==> src/rtl/demux1_5.sv <==
// demux1_5: registered one-hot 1:5 stream demux; ports clk/rst, in_valid/in_ready/in_data/in_sel, out_valid/out_ready/out_data, err pulse, err_cnt
module demux1_5 #(
  parameter int WIDTH = 32
) (
  input  logic             clk,
  input  logic             rst,
  input  logic             in_valid,
  output logic             in_ready,
  input  logic [WIDTH-1:0] in_data,
  input  logic [4:0]       in_sel,
  output logic [4:0]       out_valid,
  input  logic [4:0]       out_ready,
  output logic [WIDTH-1:0] out_data,
  output logic             err,
  output logic [7:0]       err_cnt
);
  logic             full;
  logic [WIDTH-1:0] data_q;
  logic [4:0]       sel_q;
  logic             legal;
  logic             out_fire;
  logic             in_fire;
  assign legal     = (in_sel != 5'd0) && ((in_sel & (in_sel - 5'd1)) == 5'd0);
  assign out_fire  = full & |(sel_q & out_ready);
  assign in_ready  = ~full | out_fire;
  assign in_fire   = in_valid & in_ready;
  assign out_valid = {5{full}} & sel_q;
  assign out_data  = data_q;
  always_ff @(posedge clk) begin
    if (rst) begin
      full    <= 1'b0;
      data_q  <= '0;
      sel_q   <= '0;
      err     <= 1'b0;
      err_cnt <= '0;
    end else begin
      err <= in_fire & ~legal;
      if (in_fire & legal) begin
        data_q <= in_data;
        sel_q  <= in_sel;
        full   <= 1'b1;
      end else if (out_fire) begin
        full <= 1'b0;
      end
      if (in_fire & ~legal & (err_cnt != 8'hff)) err_cnt <= err_cnt + 8'd1;
    end
  end
endmodule

==> config.mk <==
export PLATFORM = sky130hd
export DESIGN_NAME = demux1_5
export DESIGN_NICKNAME = d
export VERILOG_FILES = /design/src/rtl/demux1_5.sv
export SDC_FILE = /design/constraint.sdc
export NUM_CORES = 1
export LEC_CHECK = 0
export ABC_AREA = 0
export BUFFER_PORTS_ARGS = -buffer_cell sky130_fd_sc_hd__buf_2
export CAP_MARGIN = 40
export CORE_MARGIN = 2
export CORE_UTILIZATION = 49
export DETAILED_ROUTE_END_ITERATION = 10
export MAX_ROUTING_LAYER = met4
export PLACE_DENSITY = 0.84
export SLEW_MARGIN = 0
export SYNTH_ARGS = -nofsm -noshare
export SYNTH_HDL_FRONTEND = slang
export SYNTH_SLANG_ARGS = --single-unit
==> constraint.sdc <==
create_clock -name clk -period 3.26 [get_ports clk]
set_input_delay 0.163 -clock clk [delete_from_list [all_inputs] [get_ports clk]]
set_output_delay 0.163 -clock clk [all_outputs]
set_load 0.005 [all_outputs]
# ---- Word-level counts from Yosys, hierarchy flattened
# Cells that the tools add are included.
dict set report word_totals {
  elab_cells 26
  regBits 47
  in_bits 45
  output_inout_bits 47
}
dict set report classes {
  n_mux 2
  n_reduce_logical 5
  eq_ne 1
  bitwise 11
  add_sub_neg 2
}
# op count
set ops {}
lappend ops {{5-bit bitwise AND} 3}
lappend ops {{8-bit by 1-bit adder with 8-bit output, second input constant} 1}
lappend ops {{8-bit != test, second input constant} 1}
lappend ops {{1-bit bitwise AND} 5}
lappend ops {{5-bit logical NOT} 1}
lappend ops {{5-bit nonzero test} 1}
lappend ops {{5-bit OR reduction} 1}
lappend ops {{5-bit by 1-bit subtractor with 5-bit output, second input constant} 1}
lappend ops {{1-bit 2-to-1 mux} 2}
lappend ops {{1-bit inverter} 2}
lappend ops {{2-bit nonzero test} 1}
lappend ops {{1-bit logical AND} 1}
lappend ops {{1-bit bitwise OR} 1}

# ---- Depth between registers and ports, before layout
dict set report depth {
  depth_word 7
  mapped_depth 7
  mapped_depth_nobuf 6
}

# ---- Worst setup path before layout
# Ideal clock, no wire load.
dict set report synth_path {
  path_kind {register to register}
  start {register err_cnt[0]}
  end {register err_cnt[5]}
  t_required_ps 3189
  setup_slack_ps 1625
  stages_incl_launch_ff 7
  arrival_time_ps 1565
  cell_sequence {dfxtp_1 -> ha_1 -> nand3_2 -> nor3_2 -> nand4b_1 -> or4_1 -> a21oi_1}
}
dict set report synth_via {
  elab_chain_cells 2
  word_cells_on_any_way 3
  cone_classes {1 x add/sub; 1 x eq/ne; 1 x bitwise}
}
# element line
set synth_rtl {}
lappend synth_rtl {{from (decl)} 15} ;# output logic [7:0] err_cnt
lappend synth_rtl {{from (signal assigned)} 45} ;# if (in_fire & ~legal & (err_cnt != 8'hff)) err_cnt <= err_cnt + 8'd1;
lappend synth_rtl {{branches (longest 2 deep; another with 8-bit by 1-bit adder with 8-bit output)} n/a}
# Parallel ways; which one is timed is not known.
# A chain may end at the register's enable or synchronous reset.

# ---- Worst setup path in the final report
dict set report layout_path {
  start {register err_cnt[0]}
  end {register err_cnt[7]}
}
# Same word-level chain as after synthesis.

==> results.py <==
metrics = {
    "sta": {
        "max_slew_margin_pct": 43.2,
        "final_max_slew_viol_count": 0,
        "grt_setup_unrepaired": "no",
        "skew_ns": 0.00383,
        "fmax_mhz": 539,
        "finalSetupViolCount": 0,
        "final.period_utilization_pct": 56.9,
        "fin_crit_ns": 1.86,
        "final_hold_viol_count": 0,
        "worstMarginPinSlew_ns": 0.852,
        "tns_ns": 0,
    },
    "synthesis": {
        "yosys_register_bits": 47,
        "ys_seq_area_share_pct": 49.0,
        "yosysTopAreaCell": "dfxtp_1",
        "ys_warn_count": 0,
        "yosysTopAreaCellShare_pct": 49.0,
        "netlist_instances": 192,
        "synth_edf_count": 0,
        "ys_async_sr_fraction_pct": 0,
        "synth_flop_cell": "dfxtp_1",
        "ys_types": 36,
        "synth_nets": 238,
        "syn_area_per_cell_sq_um": 10.0,
        "synth_area_leaders": "dfxtp_1, mux2i_1, nor2_1",
        "synthesis.area_sq_um": 1920,
    },
    "floorplanning": {
        "die-area_sq_um": 4440,
        "die_x_microns": 66.6,
        "initial_core_util_pct": 51.7,
        "die_y_microns": 66.6,
        "std_cell_rows": 22,
        "io_pins": 92,
        "coreArea_sq_um": 3720,
    },
    "clock_network": {
        "cts_root_buffer": "clkbuf_8",
        "postCtsSetupRepairBufs": 0,
        "clk_latency_ns": 0.29,
        "cts-resized-gates": 0,
        "clock_sinks": 47,
        "cts_hold_buf": 0,
        "clk_pin_slew_ns": 0.08,
        "ctsHtreeMaxLevel": 2,
        "cts_max_path_buffers": 2,
        "cts_tree": "yes",
        "cts_inserted_buffers": 5,
    },
    "global_route": {
        "grt_pass1_vias": 1544,
        "grt_pass1_wl_microns": 6370,
        "overflow": 0,
        "grt_max_degree": 51,
        "antenna_found_initial": 0,
        "track_usage_pct": 19.3,
    },
    "pwr": {
        "leakagePower_nw": 1.11,
        "powerDensity_nw_per_um2": 447,
        "ir_drop_v": 0.000299,
    },
    "critical_path": {
        "worstPathMaxFanout": 6,
        "r2r_cells": 6,
        "cp.required_ns": 3.47,
        "path_buf_inv": 0,
        "reg2reg_slack_ns": 1.40,
        "cpLargestDelayFamily": "simple AND/OR/NAND/NOR gates",
        "critPathSlowestCell": "or4_1",
        "cpPeakStageDelay_ns": 0.53,
        "worst-path-stages": 6,
        "startpoint_type": "flop",
        "crit_path_end_kind": "flop",
        "crit_chain": "ha_1, nand3_2, nor3_2, nand4b_1, or4_1, a21oi_1",
        "arrival_ns": 2.07,
        "crit_type": "flop to flop",
    },
    "flow_run": {
        "maxCapViolations": 0,
    },
    "outcome": {
        "status": "finished, final reports clean",
    },
    "layout": {
        "insertedDiodeCount": 0,
        "layout-drive-gt1-share_pct": 37.6,
        "final_nets": 328,
        "area_growth_pct": 30.1,
        "final_cell_mix": "buf_2, dfxtp_1, nor2_1, mux2i_1",
        "final_common_cell": "buf_2",
        "utilization_pct": 67.3,
    },
    "drt": {
        "drt_wl_total_microns": 4060,
        "via_per_inst": 5.06,
        "num_vias": 1671,
        "dr.pass1.iters": 4,
        "drt_iter0_drc": 60,
        "antenna_left": 0,
        "route.detailed.drc": 0,
        "wl_per_cell_microns": 12.3,
    },
    "placement": {
        "io_buffer_count": 91,
        "dp_hpwl_microns": 3000,
        "gp_congestion": 0.760,
    },
    "min_path": {
        "hold_class": "primary input to flop",
        "holdPathStages": 3,
    },
}
[final timing paths]
check               startpoint            to
setup / recovery    err_cnt[0]    err_cnt[7]
setup reg to reg    err_cnt[0]    err_cnt[7]
hold / removal     in_data[13]  out_data[13]
hold reg to reg   out_data[23]  out_data[23]
[power by group]
| part | switching (mW) | total [mW] | internal (mW) |
|---|---|---|---|
| Combinational | 0.0581 | 0.116 | 0.0584 |
| Sequential | 0.0109 | 0.603 | 0.592 |
| Clock | 0.175 | 0.400 | 0.225 |
| Total | 0.244 | 1.12 | 0.875 |
[kinds of logic after synthesis]
group	share of synthesized area (%)
simple gates	19.3
flops	49.0
mux	21.0
compound gates	5.86
buf+inv	3.78
xor+xnor	0.456
fa+ha+maj	0.651
[Yosys cell counts, types with 2 or more instances]
| master | count |
|---|---|
| dfxtp_1 | 47 |
| nor2_1 | 43 |
| mux2i_1 | 38 |
| a21oi_1 | 5 |
| and2_1 | 5 |
| clkbuf_1 | 5 |
| nand2_1 | 4 |
| nor2b_1 | 4 |
| nor3_1 | 3 |
| o31ai_1 | 3 |
| or4_1 | 3 |
| a22oi_1 | 2 |
| buf_4 | 2 |
| buf_6 | 2 |
| inv_1 | 2 |
| mux2_1 | 2 |
| nand2b_1 | 2 |
| nand4_1 | 2 |
[worst min-delay path, stage by stage]
cell	delay, ns
buf_2	0.07
mux2i_1	0.05
nor2_1	0.07
[area by class of cell]
class | instances | area, sq um
clock buffers | 6 | 72.6
clock inverters | 1 | 30.0
fillers | 326 | 1210
inverters | 3 | 11.3
multi-input cells | 132 | 916
flip-flops and latches | 47 | 941
well taps | 48 | 60.1
repair buffers | 93 | 470
[registers in the layout (all words and copies together), names as in the netlist]
register and cells:
full 1, err 1, err_cnt 8, sel_q 5
out_data 32
[routing by layer]
metal  vias up  share of wire (%)  GRT usage (%)
met4         0                1.6           7.65
met5         -                  0              -
met1       767                 42           20.6
met3         6                6.6           5.57
met2        64                 49           33.8
li1        834                  -              -
[per-stage QoR]
step	cells	setup WS (ns)	cell area (sq um)	hold WS, ns	total power, mW
finish	330	1.40	2500	0.106	1.12
global route	330	1.26	2500	0.101	1.17
CTS	330	1.41	2500	0.100	1.13
detailed placement	323	1.38	2400	0.403	0.734
global placement	323	1.44	2400	0.393	0.730
floorplan	192	1.62	1920	0.310	0.680
Power figures use the tool's default switching activity.
